==> src/rtl/gpmc_wb_pkg.sv <==
// rtl/gpmc_wb_pkg.sv - shared types and constants for the GPMC-to-Wishbone bridge
package gpmc_wb_pkg;

  typedef enum logic [2:0] {
    IDLE,
    ADDR,
    WDATA,
    WB_WR,
    WB_RD,
    DONE
  } state_t;

  localparam int DEF_ADDR_WIDTH     = 16;
  localparam int DEF_DATA_WIDTH     = 16;
  localparam int DEF_SYNC_STAGES    = 2;
  localparam int DEF_TIMEOUT_CYCLES = 255;

  // Wide enough for any practical bus; the bridge slices its own width off.
  localparam logic [63:0] TIMEOUT_READ_DATA = '1;

endpackage

==> src/rtl/gpmc_sync.sv <==
// rtl/gpmc_sync.sv - generic WIDTH x STAGES flop synchroniser with async active-low reset
module gpmc_sync #(
  parameter int               WIDTH     = 1,
  parameter int               STAGES    = 2,
  parameter logic [WIDTH-1:0] RESET_VAL = '0
) (
  input  logic             clk,
  input  logic             reset,
  input  logic [WIDTH-1:0] d,
  output logic [WIDTH-1:0] q
);

  logic [WIDTH-1:0] stage_q [STAGES];

  // Shift the whole vector through the chain so every bit sees the same latency.
  always_ff @(posedge clk or negedge reset) begin
    if (!reset) begin
      for (int i = 0; i < STAGES; i++) stage_q[i] <= RESET_VAL;
    end else begin
      stage_q[0] <= d;
      for (int i = 1; i < STAGES; i++) stage_q[i] <= stage_q[i-1];
    end
  end

  assign q = stage_q[STAGES-1];

endmodule

==> src/rtl/gpmc_wb_bridge.sv <==
// rtl/gpmc_wb_bridge.sv - GPMC to Wishbone master bridge (optional ack timeout: GPMC_WB_TIMEOUT_EN)
module gpmc_wb_bridge
  import gpmc_wb_pkg::*;
#(
  parameter int ADDR_WIDTH     = DEF_ADDR_WIDTH,
  parameter int DATA_WIDTH     = DEF_DATA_WIDTH,
  parameter int SYNC_STAGES    = DEF_SYNC_STAGES,
  parameter int TIMEOUT_CYCLES = DEF_TIMEOUT_CYCLES
) (
  input  logic                  clk,
  input  logic                  reset,
  input  logic [DATA_WIDTH-1:0] gpmc_ad_in,
  output logic [DATA_WIDTH-1:0] gpmc_ad_out,
  output logic                  gpmc_ad_oe,
  input  logic                  gpmc_csn,
  input  logic                  gpmc_advn,
  input  logic                  gpmc_wein,
  input  logic                  gpmc_oen,
  output logic                  gpmc_wait,
  output logic [ADDR_WIDTH-1:0] wbm_adr,
  output logic [DATA_WIDTH-1:0] wbm_dat_o,
  input  logic [DATA_WIDTH-1:0] wbm_dat_i,
  output logic                  wbm_cyc,
  output logic                  wbm_stb,
  output logic                  wbm_we,
  input  logic                  wbm_ack,
  output logic                  proto_err,
  output logic                  timeout_err
);

  localparam int SW = DATA_WIDTH + 4;

  logic [SW-1:0]         sync_q;
  logic [DATA_WIDTH-1:0] ad_s;
  logic                  csn_s, advn_s, wein_s, oen_s;

  state_t                state, state_nxt;
  logic [ADDR_WIDTH-1:0] addr_q;
  logic [DATA_WIDTH-1:0] wdata_q, rdata_q;
  logic                  last_rd_q;
  logic                  proto_err_q;
  logic                  load_addr, load_wdata, proto_hit, to_hit;
  logic                  timeout_fire;

  // Strobes reset to their inactive (high) level so the FSM sees an idle bus.
  gpmc_sync #(
    .WIDTH    (SW),
    .STAGES   (SYNC_STAGES),
    .RESET_VAL({{DATA_WIDTH{1'b0}}, 4'b1111})
  ) u_sync (
    .clk  (clk),
    .reset(reset),
    .d    ({gpmc_ad_in, gpmc_csn, gpmc_advn, gpmc_wein, gpmc_oen}),
    .q    (sync_q)
  );

  assign {ad_s, csn_s, advn_s, wein_s, oen_s} = sync_q;

`ifdef GPMC_WB_TIMEOUT_EN
  localparam int TO_W = $clog2(TIMEOUT_CYCLES + 1);

  logic [TO_W-1:0] to_cnt;
  logic            timeout_err_q;

  // Count stb cycles; the counter idles at zero so every new cycle starts fresh.
  always_ff @(posedge clk or negedge reset) begin
    if (!reset) to_cnt <= '0;
    else if (wbm_stb) to_cnt <= to_cnt + 1'b1;
    else to_cnt <= '0;
  end

  // Fires in the last allowed stb cycle; an ack in that same cycle still wins.
  assign timeout_fire = (to_cnt == TO_W'(TIMEOUT_CYCLES - 1));

  // Register the timeout strobe into a single-cycle pulse.
  always_ff @(posedge clk or negedge reset) begin
    if (!reset) timeout_err_q <= 1'b0;
    else timeout_err_q <= to_hit;
  end

  assign timeout_err = timeout_err_q;
`else
  // Without the timeout the bridge waits for ack forever; this never fires.
  assign timeout_fire = (TIMEOUT_CYCLES < 0);
  assign timeout_err  = 1'b0;
`endif

  // State register.
  always_ff @(posedge clk or negedge reset) begin
    if (!reset) state <= IDLE;
    else state <= state_nxt;
  end

  // Next-state decode and datapath load strobes.
  always_comb begin
    state_nxt  = state;
    load_addr  = 1'b0;
    load_wdata = 1'b0;
    proto_hit  = 1'b0;
    to_hit     = 1'b0;
    case (state)
      IDLE: begin
        if (!csn_s && !advn_s) begin
          load_addr = 1'b1;
          state_nxt = ADDR;
        end
      end
      ADDR: begin
        if (!advn_s) begin
          load_addr = 1'b1;
        end else if (!wein_s && !oen_s) begin
          proto_hit = 1'b1;
          state_nxt = DONE;
        end else if (!wein_s) begin
          state_nxt = WDATA;
        end else if (!oen_s) begin
          state_nxt = WB_RD;
        end else if (csn_s) begin
          state_nxt = IDLE;
        end
      end
      WDATA: begin
        if (!wein_s) load_wdata = 1'b1;
        else state_nxt = WB_WR;
      end
      WB_WR, WB_RD: begin
        if (wbm_ack) begin
          state_nxt = DONE;
        end else if (timeout_fire) begin
          to_hit    = 1'b1;
          state_nxt = DONE;
        end
      end
      DONE: begin
        if (csn_s) state_nxt = IDLE;
      end
      default: state_nxt = IDLE;
    endcase
  end

  // Address/data holding registers; adr and dat_o stay frozen during the bus cycle.
  always_ff @(posedge clk or negedge reset) begin
    if (!reset) begin
      addr_q      <= '0;
      wdata_q     <= '0;
      rdata_q     <= '0;
      last_rd_q   <= 1'b0;
      proto_err_q <= 1'b0;
    end else begin
      proto_err_q <= proto_hit;
      if (load_addr) addr_q <= ad_s[ADDR_WIDTH-1:0];
      if (load_wdata) wdata_q <= ad_s;
      if (state == WB_RD && wbm_ack) rdata_q <= wbm_dat_i;
      else if (state == WB_RD && to_hit) rdata_q <= TIMEOUT_READ_DATA[DATA_WIDTH-1:0];
      if (load_addr) last_rd_q <= 1'b0;
      else if (state == WB_RD) last_rd_q <= 1'b1;
    end
  end

  assign wbm_cyc     = (state == WB_WR) || (state == WB_RD);
  assign wbm_stb     = wbm_cyc;
  assign wbm_we      = (state == WB_WR);
  assign wbm_adr     = addr_q;
  assign wbm_dat_o   = wdata_q;
  assign gpmc_wait   = (state == IDLE) || (state == DONE);
  assign gpmc_ad_oe  = (state == DONE) && !oen_s && last_rd_q;
  assign gpmc_ad_out = rdata_q;
  assign proto_err   = proto_err_q;

endmodule
==> config.mk <==
export PLATFORM = sky130hd
export DESIGN_NAME = gpmc_wb_bridge
export DESIGN_NICKNAME = d
export VERILOG_FILES = /design/src/rtl/gpmc_wb_pkg.sv /design/src/rtl/gpmc_sync.sv /design/src/rtl/gpmc_wb_bridge.sv
export SDC_FILE = /design/constraint.sdc
export NUM_CORES = 1
export LEC_CHECK = 0
export CAP_MARGIN = 20
export CORE_ASPECT_RATIO = 0.5
export CORE_MARGIN = 1
export CORE_UTILIZATION = 50
export DETAILED_ROUTE_END_ITERATION = 8
export GPL_TIMING_DRIVEN = 0
export PLACE_DENSITY = 0.83
export SYNTH_ARGS = -nofsm -noshare
export SYNTH_HDL_FRONTEND = slang
export SYNTH_SLANG_ARGS = --single-unit
==> constraint.sdc <==
create_clock -name clk -period 4.15 [get_ports clk]
set_input_delay 0.83 -clock clk [delete_from_list [all_inputs] [get_ports clk]]
set_output_delay 0.83 -clock clk [all_outputs]
set_load 0.02 [all_outputs]
### After elaboration in Yosys (flattened, before gate mapping)

Cells that the tools add are included.

| word-level totals | value |
|---|---|
| flip-flop bits (word level) | 93 |
| latch bits | 0 |
| bits in writable memories | 0 |
| ROM bits | 0 |
| input port bits | 39 |
| output and inout port bits | 55 |
| logic and storage cells | 52 |
| memories | 0 |

| operators by class | value |
|---|---|
| add/subtract/negate cells | 0 |
| multiply operators | 0 |
| div/mod/pow operators | 0 |
| order comparisons | 0 |
| equal/unequal tests | 9 |
| shift operators | 0 |
| multiplexer cells | 20 |
| bitwise operators | 0 |
| reductions and logical operators | 15 |

Operators by type and width:

| cell | number |
|---|---|
| two-way mux 3 bit | 8 |
| two-way mux 16 bit | 1 |
| case mux 3 bit (5 select lines) | 1 |
| two-way mux 1 bit | 9 |
| equality test 3 x 2 -> 1 bit (second input constant) | 2 |
| equality test 3 bit (second input constant) | 2 |
| logical AND 1 bit | 5 |
| zero test 1 bit | 4 |
| != test 2 x 1 -> 1 bit (second input constant) | 2 |
| != test 2 bit (second input constant) | 2 |
| AND reduction 4 bit | 1 |
| equality test 3 x 1 -> 1 bit (second input constant) | 1 |
| zero test 3 bit | 1 |
| logical OR 1 bit | 2 |
| case mux 1 bit (2 select lines) | 1 |
| nonzero test 2 bit | 1 |
| OR reduction 2 bit | 1 |

### Depth between registers and ports, before layout

| logic depth | value |
|---|---|
| depth after elaboration | 6 |
| depth in mapped cells | 5 |

### Modules after synthesis

From an unflattened synthesis, not the netlist that was laid out.

| unflattened totals | value |
|---|---|
| cell total of the unflattened synthesis | 209 |
| area total of the unflattened synthesis | 3354.5 um2 |

Modules (own cells, without submodules):

| module | times used | cells each | area each (um2) |
|---|---|---|---|
| gpmc_wb_bridge | 1 | 149 | 2193.4 |
| gpmc_sync | 1 | 60 | 1161.1 |

### Worst setup path before layout

OpenSTA, ideal clock, no wires.

| path | value |
|---|---|
| kind | register -> output |
| start point | reg state[2] |
| end point | out wbm_stb |
| arrival | 1517 ps |
| data required time | 3320 ps |
| slack | 1803 ps |
| stages on the path, launching flop included | 6 |
| path buffers | 2 |
| path through | dfrtp_1 clkbuf_1 nor2b_1 and2_1 or2_1 buf_4 |

| between the ends | value |
|---|---|
| cells in the longest elaborated chain, start to end | 2 |
| elaborated cells between the ends (all ways) | 3 |
| those cells by class | eq/ne: 2; reduce/logical: 1 |

Ends and longest elaborated chain:

| element | RTL line | text |
|---|---|---|
| from (decl) | gpmc_wb_bridge.sv:37 | `state_t state, state_nxt;` |
| from (signal assigned) | gpmc_wb_bridge.sv:91 | `else state <= state_nxt;` |
| equality test 3 x 2 -> 1 bit | - |  |
| via wbm_we | gpmc_wb_bridge.sv:25 | `output logic wbm_we,` |
| logical OR 1 bit | gpmc_wb_bridge.sv:160 | `assign wbm_cyc = (state == WB_WR) \|\| (state == WB_RD);` |
| to (decl) | gpmc_wb_bridge.sv:24 | `output logic wbm_stb,` |

The timed path passes the listed nets, and every way through them passes these cells.

### Worst setup path after layout

| path | value |
|---|---|
| start point | reg state[2] |
| end point | out wbm_stb |

| between the ends | value |
|---|---|
| cells in the longest elaborated chain, start to end | 2 |
| elaborated cells between the ends (all ways) | 3 |
| those cells by class | eq/ne: 2; reduce/logical: 1 |

Ends and longest elaborated chain:

| element | RTL line |
|---|---|
| equality test 3 x 2 -> 1 bit or equality test 3 bit (tied branches) | gpmc_wb_bridge.sv:160 |
| logical OR 1 bit * | gpmc_wb_bridge.sv:160 |

Mark *: on every way between the ends. The rest lies on a longest branch, timed or not.

==> out/metrics.yaml <==
critical_path:
  cp_data_required_time_ns: 3.32
  worst-r2r-cell-count: 4
  endpoint_kind: "output pin"
  setup.worst_path.start_class: "flop"
  critPathMaxFanout: 10
  critPathKind: "flop to output pin"
  cp.arrival_ns: 2.35
  timing.rr.end: "wbm_adr[9]"
  r2r_slack_ns: 2.38
  cp-startpoint: "state[2]"
  r2r-start: "u_sync.q[3]"
yosys:
  synth_nets: 234
  synth.distinct_cells: 33
  avgSynthCellArea_um2: 17.03
  syn_inst: 195
  synthesis.area_um2: 3321
  yosys_warnings: 0
  synth-seq-cells: 93
  seq_area_frac_synth_pct: 70.38
detailed_routing:
  wl_per_cell_um: 17.02
  final_antenna_net_count: 0
  first_iter_violations: 74
  via_per_inst: 4.931
  drt_pre_antenna_iters: 4
  finalWirelength_um: 6672
  vias: 1933
  drc_errors: 0
worst_hold_path:
  worstHoldEndpoint: "u_sync.q[18]"
  hold_path_class: "flop to flop"
  holdPathStages: 0
  hp-start: "u_sync.stage_q[38]"
clock_tree:
  clock-root-buffer: "clkbuf_16"
  clk_latency_ns: 0.33
  post_cts_buffers: 0
  clkSinkCount: 93
  cts_buffers: 9
  clockBufferDepth: 2
  ctsHoldBuffers: 0
  htreeDepth: 3
  cts_tree: "done"
  path_clk_slew_ns: 0.06
  cts_resized: 0
cells_and_area:
  synthToLayoutAreaGrowth_pct: 39.75
  fillers: 376
  final_cell_area_um2: 4641
  layout-drive-gt1-share_pct: 24.67
  final_util_pct: 74.48
  final_nets: 338
  multi_input_area_um2: 895.9
  seqCellArea_um2: 2337
  num_antenna_cells: 0
pwr:
  power_density_nw_per_um2: 797.5
  ir_worst_vdd_uv: 471.6
  p_leak_nw: 2.062
outcome:
  status: "completed"
timing:
  rsz0062_at_grt: "no"
  maxSlewViolCount: 0
  max_clock_freq_mhz: 314.0
  min_period_ns: 3.184
  clock_skew_ns: 0.004554
  setup_viol: 0
  period_share_pct: 76.73
  slew_headroom_pct: 59.67
  worst_slack_ns: 0.9658
  tns_ns: 0
  max_slew.worst_pin.slew_ns: 0.6004
  hold_viol_final: 0
placement:
  gp_congestion: 0.7717
  placedInstanceArea_um2: 4377
  preCtsSetupSlack_ns: 1.324
  portBuffers: 92
  dp_hpwl_um: 4443
global_routing:
  grt_max_degree: 74
  grt_pass1_wl_um: 10620
  gr-usage-all-layers_pct: 21.89
  grt_pass1_vias: 2071
  antenna_found_initial: 0
  grt.overflow.total: 0
run:
  drv_cap: 0
die:
  die_height_um: 59.63
  core_um2: 6231
  die_x_um: 117.3
  rows: 20
  ios: 94
  initial_core_util_pct: 53.29
  die-area_um2: 6991
## where the power goes
part | internal [W] | switching [W] | total [W]
combinational | 0.000872 | 0.000742 | 0.00161
clock | 0.000421 | 0.000304 | 0.000725
sequential | 0.00119 | 0.000169 | 0.00136
## final cells by class
type | count | share of cell area [%]
buffer | 9 | 1.645
clock buffer | 14 | 5.473
clock inverter | 2 | 0.2157
inverter | 3 | 0.2427
multi-input combinational | 90 | 19.30
sequential | 93 | 50.36
tap | 88 | 2.373
timing repair buffer | 93 | 20.38
## stage by stage
| step | hold WS (ns) | cells | power [W] |
|---|---|---|---|
| final | 0.3463 | 392 | 0.003701 |
| after global routing | 0.3518 | 392 | 0.003893 |
| after CTS | 0.3476 | 392 | 0.003732 |
| after detailed placement | 0.3347 | 376 | 0.002980 |
| after global placement | 0.3320 | 375 | 0.002915 |
| after floorplan | 0.3312 | 195 | 0.002253 |
## per-layer routing
metal | wire [µm] | global-route usage, % | share of wire [%] | vias to the layer above
met4 | 127 | 8.680 | 1.9 | 0
met5 | 0 | 0 | 0 | -
met1 | 2676 | 24.12 | 40 | 993
met3 | 265 | 7.464 | 4.0 | 12
met2 | 3603 | 39.66 | 54 | 50
li1 | - | - | - | 878
## cell usage in the layout (no fill, tap or decap), drive strengths merged, types with 2 or more instances in the layout
cell type      count
a21oi              6
a2bb2oi            2
and2               3
and3               4
buf               10
clkbuf            15
clkdlybuf4s50     91
clkinv             2
dfrtp             85
dfstp              8
inv                3
mux2              49
nand2              2
nor2               5
nor2b              2
nor3               2
o21ai              5
## worst max-delay path by stage
| stage | to | slack, ns |
|---|---|---|
| after CTS | wbm_stb | 0.96 |
| after detailed placement | wbm_stb | 1.32 |
| after global placement | wbm_adr[1] | -0.81 |
| after global routing | wbm_stb | 0.82 |
| final | wbm_stb | 0.97 |
| after floorplan | wbm_stb | 1.80 |
## registers in the layout, summed over array words and instances (netlist names)
signal and flops:
u_sync.q 20, last_rd_q 1, wbm_dat_o 16, wbm_adr 16, state 3, proto_err 1, gpmc_ad_out 16, u_sync.stage_q 20
## synthesized netlist by cell type
library cell | n | area share (%)
or2_1 | 1 | 0.19
buf_2 | 1 | 0.15
nor4_4 | 1 | 0.64
buf_8 | 1 | 0.45
clkbuf_1 | 1 | 0.11
o21ai_2 | 1 | 0.26
buf_6 | 2 | 0.68
a2bb2oi_1 | 2 | 0.53
buf_4 | 4 | 0.90
dfstp_2 | 8 | 6.3
nand2b_1 | 1 | 0.19
nor2b_2 | 1 | 0.26
nor2_1 | 5 | 0.57
nor2b_1 | 1 | 0.19
a21o_1 | 1 | 0.23
a21oi_1 | 6 | 0.90
dfrtp_1 | 85 | 64
and2_1 | 3 | 0.57
and3_1 | 4 | 0.75
o31ai_1 | 1 | 0.23
nand2_1 | 2 | 0.23
conb_1 | 1 | 0.11
nor3b_1 | 1 | 0.23
inv_1 | 2 | 0.23
o21ai_0 | 4 | 0.60
o2bb2ai_1 | 1 | 0.26
mux2_1 | 10 | 3.4
inv_2 | 1 | 0.11
nor3_1 | 2 | 0.30
mux2i_4 | 1 | 0.68
mux2_2 | 20 | 6.8
mux2_4 | 19 | 8.6
and2b_4 | 1 | 0.30
## cells by family after synthesis
group | synth area share, %
DFF | 70.38
muxes | 19.44
and+or+nand+nor | 4.409
AOI/OAI and AO/OA | 3.015
buffers and inverters | 2.637
other | 0.1129
## critical path, cell delays in order, from the launching register on
cell,delay [ns]
dfrtp_1,0.46
clkbuf_1,0.34
nor2b_1,0.13
and2_1,0.19
or2_1,0.25
buf_4,0.14
clkdlybuf4s50_1,0.52
No activity file was read; power rests on OpenSTA's default activity.
